$ cat src/rtl/sys_read_return.sv
// Read-return mux: routes one outstanding read from the selected slave back to the MEM stage,
// with a timeout/illegal-select error path. Optional error counter under SYS_READ_RETURN_ERRCNT_EN.
module sys_read_return #(
  parameter int          W        = 32,
  parameter int          N        = 4,
  parameter int          SELW     = (N > 1) ? $clog2(N) : 1,
  parameter int          TIMEOUT  = 15,
  parameter logic [31:0] ERR_WORD = 32'hDEADBEEF
) (
  input  logic            clk,
  input  logic            rst_n,
  input  logic            req_valid,
  input  logic [SELW-1:0] req_sel,
  output logic            req_ready,
  input  logic [N-1:0]    slv_rvalid,
  input  logic [N*W-1:0]  slv_rdata,
  output logic            rd_valid,
  output logic [W-1:0]    rd_data,
  output logic            rd_err,
  output logic            busy
`ifdef SYS_READ_RETURN_ERRCNT_EN
  ,
  output logic [7:0]      err_count
`endif
);

  localparam int CNTW = $clog2(TIMEOUT + 1);
  localparam logic [W-1:0] ERR_DATA = W'(ERR_WORD);

  typedef enum logic [1:0] {IDLE, WAIT, RESP_ERR} state_t;

  state_t          state, state_next;
  logic [SELW-1:0] sel;
  logic [CNTW-1:0] cnt;
  logic [W-1:0]    rdata_arr [N];
  logic            sel_legal;
  logic            accept;
  logic            hit;
  logic            expire;
  logic            resp_fire;
  logic            resp_err;

  for (genvar i = 0; i < N; i++) begin : g_unpack
    assign rdata_arr[i] = slv_rdata[i*W +: W];
  end

  // A power-of-two slave count leaves no out-of-range select encodings.
  if ((1 << SELW) == N) begin : g_sel_full
    assign sel_legal = 1'b1;
  end else begin : g_sel_partial
    assign sel_legal = (req_sel < SELW'(N));
  end

  assign accept = req_valid && req_ready;
  assign hit    = slv_rvalid[sel];
  assign expire = (cnt == CNTW'(TIMEOUT - 1));

  always_ff @(posedge clk) begin
    if (!rst_n) begin
      state <= IDLE;
    end else begin
      state <= state_next;
    end
  end

  always_comb begin
    state_next = state;
    case (state)
      IDLE: begin
        if (accept) begin
          state_next = sel_legal ? WAIT : RESP_ERR;
        end
      end
      WAIT: begin
        if (hit || expire) begin
          state_next = IDLE;
        end
      end
      RESP_ERR: state_next = IDLE;
      default:  state_next = IDLE;
    endcase
  end

  // Data beats timeout when both land in the same cycle, so resp_err requires !hit.
  always_comb begin
    req_ready = (state == IDLE);
    busy      = (state != IDLE);
    resp_fire = ((state == WAIT) && (hit || expire)) || (state == RESP_ERR);
    resp_err  = (state == RESP_ERR) || ((state == WAIT) && !hit);
  end

  always_ff @(posedge clk) begin
    if (!rst_n) begin
      sel <= '0;
      cnt <= '0;
    end else if (accept && sel_legal) begin
      sel <= req_sel;
      cnt <= '0;
    end else if ((state == WAIT) && !hit && !expire) begin
      cnt <= cnt + CNTW'(1);
    end
  end

  always_ff @(posedge clk) begin
    if (!rst_n) begin
      rd_valid <= 1'b0;
      rd_data  <= '0;
      rd_err   <= 1'b0;
    end else begin
      rd_valid <= resp_fire;
      if (resp_fire) begin
        rd_data <= resp_err ? ERR_DATA : rdata_arr[sel];
        rd_err  <= resp_err;
      end
    end
  end

`ifdef SYS_READ_RETURN_ERRCNT_EN
  always_ff @(posedge clk) begin
    if (!rst_n) begin
      err_count <= 8'h00;
    end else if (resp_fire && resp_err && (err_count != 8'hFF)) begin
      err_count <= err_count + 8'h01;
    end
  end
`endif

endmodule

$ cat config.mk
export PLATFORM = sky130hd
export DESIGN_NAME = sys_read_return
export DESIGN_NICKNAME = d
export VERILOG_FILES = /design/src/rtl/sys_read_return.sv
export SDC_FILE = /design/constraint.sdc
export NUM_CORES = 1
export LEC_CHECK = 0
export ABC_AREA = 1
export CAP_MARGIN = 20
export CORE_ASPECT_RATIO = 0.75
export CORE_MARGIN = 5
export CORE_UTILIZATION = 37
export DETAILED_ROUTE_END_ITERATION = 8
export PLACE_DENSITY = 0.84
export SYNTH_ARGS = -nofsm -noshare
export SYNTH_HDL_FRONTEND = slang
export SYNTH_SLANG_ARGS = --single-unit
export TNS_END_PERCENT = 100
$ cat constraint.sdc
create_clock -name clk -period 1.7 [get_ports clk]
set_clock_uncertainty 0.05 [all_clocks]
set_input_delay 0.255 -clock clk [delete_from_list [all_inputs] [get_ports clk]]
set_output_delay 0.255 -clock clk [all_outputs]
set_load 0.03 [all_outputs]
==> results.yml, run 1 <==
outcome:
  run_status: "completed"
route:
  routed_via_density: 4.83
  drc: 0
  drt-initial-drc-count: 138
  drt_pass1_iterations: 4
  num_vias: 3359
  finalWirelength_mm: 9.86
  ant_nets: 0
  wl_per_cell_um: 14.2
synth:
  synth_area_leader_cell: "dfxtp_1"
  ys_ff_latch: 41
  yosys-top-cells-area: "dfxtp_1 (31%), nor2_1 (23%), o21ai_0 (14%)"
  ys_seq_area_share_pct: 30.9
  syn_avg_cell_area_um2: 6.11
  synth_nets: 574
  yosysTopAreaCellShare_pct: 30.9
  syn_area_mm2: 0.00266
  synthCells: 435
  yosys_warnings: 0
  ys_types: 26
layout:
  finalNetCount: 736
  drive_above_1_share_pct: 6.87
  fin_util_pct: 65.5
  area_growth_pct: 69.8
  antenna_cells: 0
floorplanning:
  core_area_mm2: 0.00690
  die-area_mm2: 0.00900
  die_w_um: 108
  initial_utilization_pct: 38.6
  die_h_um: 83.4
  rows: 26
  ios: 173
timing:
  setup_viol: 0
  post-route-period-util_pct: 96.8
  fin_setup_tns_ps: 0
  min_period_ps: 1650
  slew-limit-headroom_pct: 74.4
  fmax_mhz: 608
  drv_slew: 0
  tightestPinTransition_ps: 384
  hold_viol: 0
  grt_setup_unrepaired: "no"
clock_tree:
  clock_path_buffers: 2
  holdBufCountCts: 0
  cts_num_sinks: 41
  cts_tree: "yes"
  htree_levels: 2
  ctsRootBufferMaster: "clkbuf_8"
  clock_latency_ps: 280
  clk_pin_slew_ps: 70
  cts_made_buffers: 5
grt:
  grt_pass1_wl_mm: 15.6
  grt_pass1_vias: 3326
  antenna_found_initial: 0
  grt_overflow: 0
  grt_usage_pct: 21.1
  use_met2_pct: 36.2
  grt_busiest_layer: "met2"
  grt_max_degree: 39
  use_met1_pct: 24.8
  grtUsageMet3_pct: 7.21
critical_path:
  crit_family: "buffers and inverters"
  end_kind: "output pin"
  worstPathRequired_ps: 1390
  path_cells: "clkdlybuf4s50_1"
  path_class: "flip-flop to output pin"
  path_max_fanout: 2
  start_kind: "flip-flop"
  worst-endpoint-arrival_ps: 1340
  critPathMaxStageDelay_ps: 700
  crit_buf_inv: 1
  crit_slowest_cell: "clkdlybuf4s50_1"
placement:
  port_buffers: 172
  routabilityCongestion: 0.897
  hpwl_mm: 8.01
pwr:
  vdd_drop_max_mv: 0.307
  power_w: 0.00285
  leakagePower_nw: 1.85
  p_per_area_mw_per_mm2: 632
run:
  cap_violations: 0
worst_hold_path:
  min_path_type: "flip-flop to flip-flop"
## power by group
part           switching (W)  internal [W]  total (W)  leakage, nW
clock               0.000304      0.000322   0.000626       0.0443
sequential         0.0000424       0.00103    0.00107        0.335
combinational       0.000584      0.000574    0.00116         1.47
## cell usage after synthesis, drive strengths merged
library cell	n
a21oi	16
buf	20
clkbuf	10
clkinv	1
dfxtp	41
ha	2
inv	9
nand2	54
nand3	6
nand4	5
nor2	171
o21ai	99
xor2	1
## path summary, 6_finish.rpt
check              start           to  slack [ps]  depth (start not counted)
max reg2reg       cnt[1]   rd_data[2]         200                          7
min          rd_data[25]  rd_data[25]         420                          2
max          rd_data[17]  rd_data[17]          50                          1
min reg2reg  rd_data[25]  rd_data[25]         420                          2
## layout by cell type, fill, tap and decap left out
cell             instances
nand2_1                 50
o21ai_0                 73
clkbuf_1                 1
dlymetal6s2s_1           4
clkbuf_8                 6
nand2_8                  1
nand3_4                  1
clkinv_1                 1
nand3_1                  2
nand3_2                  3
nand2_4                  2
buf_12                   1
dlygate4sd2_1            1
inv_6                    1
xor2_1                   1
ha_1                     2
nand2_2                  1
dfxtp_2                  1
a21oi_1                 16
clkdlybuf4s50_1        167
inv_1                    6
o21ai_1                 26
buf_4                   12
nor2_2                  10
nor2_1                 161
dfxtp_1                 40
inv_2                    2
nand4_1                  5
## timing repair
action	CTS	global route
resized for setup	1	4
setup buffers	0	0
endpoints found under the setup margin	1	4
## stage by stage
step	setup WS, ps	area, um^2	std cells	hold slack [ps]
2_1_floorplan	239	2660	435	397
3_3_place_gp	105	4420	688	398
3_5_place_dp	16.7	4420	688	407
4_1_cts	22.6	4510	695	425
5_1_grt	2.52	4520	695	439
6_report	53.9	4520	695	420
## kinds of logic after synthesis
kind of cell,Yosys count,synth area share [%]
and+or+nand+nor,236,37.3
buffers and inverters,40,8.89
xor gates and xnor gates,1,0.329
DFF,41,30.9
adders and majority gates,2,0.941
AOI/OAI and AO/OA,115,21.6
## flip-flops by register name, indices dropped and copies added, names as in the netlist
| name | count |
|---|---|
| cnt | 4 |
| rd_data | 32 |
| rd_err | 1 |
| rd_valid | 1 |
| sel | 2 |
| state | 1 |
## routing by layer
layer	wire length (um)	part of all wire, %
met5	0	0
met4	155	1.6
met3	1020	10
met2	4590	47
met1	4090	42
## final cells by class
type	instances	area (um^2)
well taps	98	123
repair buffers	185	1840
clock buffers	7	86.3
inverters	10	42.5
fillers	629	2380
flip-flops and latches	41	822
multi-input cells	354	1600
(Power assumes the default switching activity.)
==> inputs of run 2 (changes only) <==
Settings changed: CORE_UTILIZATION 37 to 38, CTS_BUF_LIST from default to sky130_fd_sc_hd__clkbuf_4, PLACE_DENSITY 0.84 to 0.86.
==> results.yml, run 2 (synthesized netlist as in run 1, its figures left out) <==
timing:
  grt_setup_unrepaired: "no"
  min_period_ps: 1620
  tightestPinTransition_ps: 385
  setup_viol: 0
  slew-limit-headroom_pct: 74.3
  drv_slew: 0
  hold_viol: 0
  fin_setup_tns_ps: 0
  fmax_mhz: 617
  post-route-period-util_pct: 95.4
critical_path:
  worst-endpoint-arrival_ps: 1320
  rrSetupSlack_ps: 170
  r2r-end: "rd_data[24]"
  crit_cells: 1
  crit_family: "buffers and inverters"
  crit_buf_inv: 1
  end_kind: "output pin"
  path_cells: "clkdlybuf4s50_1"
  start_kind: "flip-flop"
  crit_slowest_cell: "clkdlybuf4s50_1"
  path_max_fanout: 1
  r2r-start: "sel[1]"
  worstPathRequired_ps: 1390
  reg2regPathDepth: 6
  critPathMaxStageDelay_ps: 660
  path_class: "flip-flop to output pin"
grt:
  grt_overflow: 0
  grt_pass1_wl_mm: 14.8
  grt_pass1_vias: 3237
  grt_max_degree: 39
  grt_usage_pct: 20.7
  antenna_found_initial: 0
floorplanning:
  core_area_mm2: 0.00680
  die_h_um: 82.4
  initial_utilization_pct: 39.1
  ios: 173
  die_w_um: 107
  rows: 26
  die-area_mm2: 0.00879
clock_tree:
  clock_path_buffers: 2
  htree_levels: 2
  cts_num_sinks: 41
  clock_latency_ps: 330
  ctsRootBufferMaster: "clkbuf_4"
  holdBufCountCts: 0
  clk_pin_slew_ps: 110
  cts_made_buffers: 5
  cts_tree: "yes"
worst_hold_path:
  hold-path-endpoint: "rd_data[4]"
  min_from: "rd_data[4]"
  min_path_type: "flip-flop to flip-flop"
  whs_path_depth: 2
placement:
  routabilityCongestion: 0.810
  hpwl_mm: 7.79
  port_buffers: 172
layout:
  area_growth_pct: 68.0
  final_cell_mix: "nor2_1 (161), clkdlybuf4s50_1 (137), o21ai_0 (73)"
  antenna_cells: 0
  reg_top3: "rd_data: 32 flops, cnt: 4 flops, sel: 2 flops"
  top_register: "rd_data"
  finalNetCount: 735
  drive_above_1_share_pct: 6.70
  fin_util_pct: 65.7
  final_common_cell: "nor2_1"
  largest_register_ffs: 32
route:
  ant_nets: 0
  routed_via_density: 5.05
  wl_per_cell_um: 14.4
  drc: 0
  drt-initial-drc-count: 137
  finalWirelength_mm: 9.81
  num_vias: 3441
  drt_pass1_iterations: 5
pwr:
  leakagePower_nw: 2.10
  p_per_area_mw_per_mm2: 595
  vdd_drop_max_mv: 0.259
run:
  cap_violations: 0
outcome:
  run_status: "completed"
-- run 2: cell count changes in the layout (fill, tap and decap cells not counted), moves of 2 or more --
cell	before	now
dlygate4sd2_1	1	21
clkdlybuf4s50_1	167	137
buf_4	12	10
clkbuf_4	0	5
clkbuf_8	6	0
dlymetal6s2s_1	4	14
clkinv_1	1	3
-- run 2: area by class of cell --
class                   instances  area [um^2]
clock buffers                   5         37.5
clock inverters                 3         12.5
fillers                       611         2330
inverters                      10         42.5
multi-input cells             354         1600
flip-flops and latches         41          822
well taps                      84          105
repair buffers                184         1850
-- run 2: worst max path at each step --
stage | start | end | slack, ps
5_1_grt | rd_valid | rd_valid | 40
3_5_place_dp | slv_rvalid[3] | rd_data[30] | 50
4_1_cts | rd_data[29] | rd_data[29] | 2
6_report | rd_valid | rd_valid | 80
3_3_place_gp | slv_rvalid[1] | rd_data[27] | 60
2_1_floorplan | state[0] | rd_data[27] | 240
-- run 2: repair_timing --
| item | in CTS | in global routing |
|---|---|---|
| buffers inserted | 0 | 0 |
| hold endpoints to repair | 0 | 0 |
| endpoints found under the setup margin | 21 | 14 |
| gates resized for setup | 21 | 14 |
-- run 2: metrics by stage --
stage	setup slack (ps)	hold WS, ps	std cells	instance area, um^2	total power, W
final	79.0	423	681	4470	0.00266
after floorplan	239	397	435	2660	0.00171
after CTS	2.10	428	681	4430	0.00269
after global routing	36.9	455	681	4470	0.00283
after global placement	62.0	398	673	4410	0.00223
after detailed placement	46.0	406	673	4410	0.00226
-- run 2: worst min-delay path, stage by stage, from the launching register on --
cell     delay, ps
dfxtp_1        330
nand2_1         60
a21oi_1         50
-- run 2: per-layer routing --
metal	global-route usage [%]	vias to the layer above	wire length, um
li1	-	1720	-
met1	24.6	1543	4070
met2	36.6	155	4600
met3	6.45	23	940
met4	5.62	0	189
met5	0	-	0
-- run 2: where the power goes --
part           internal [W]  switching (W)
clock              0.000150       0.000306
sequential          0.00103      0.0000402
combinational      0.000550       0.000585
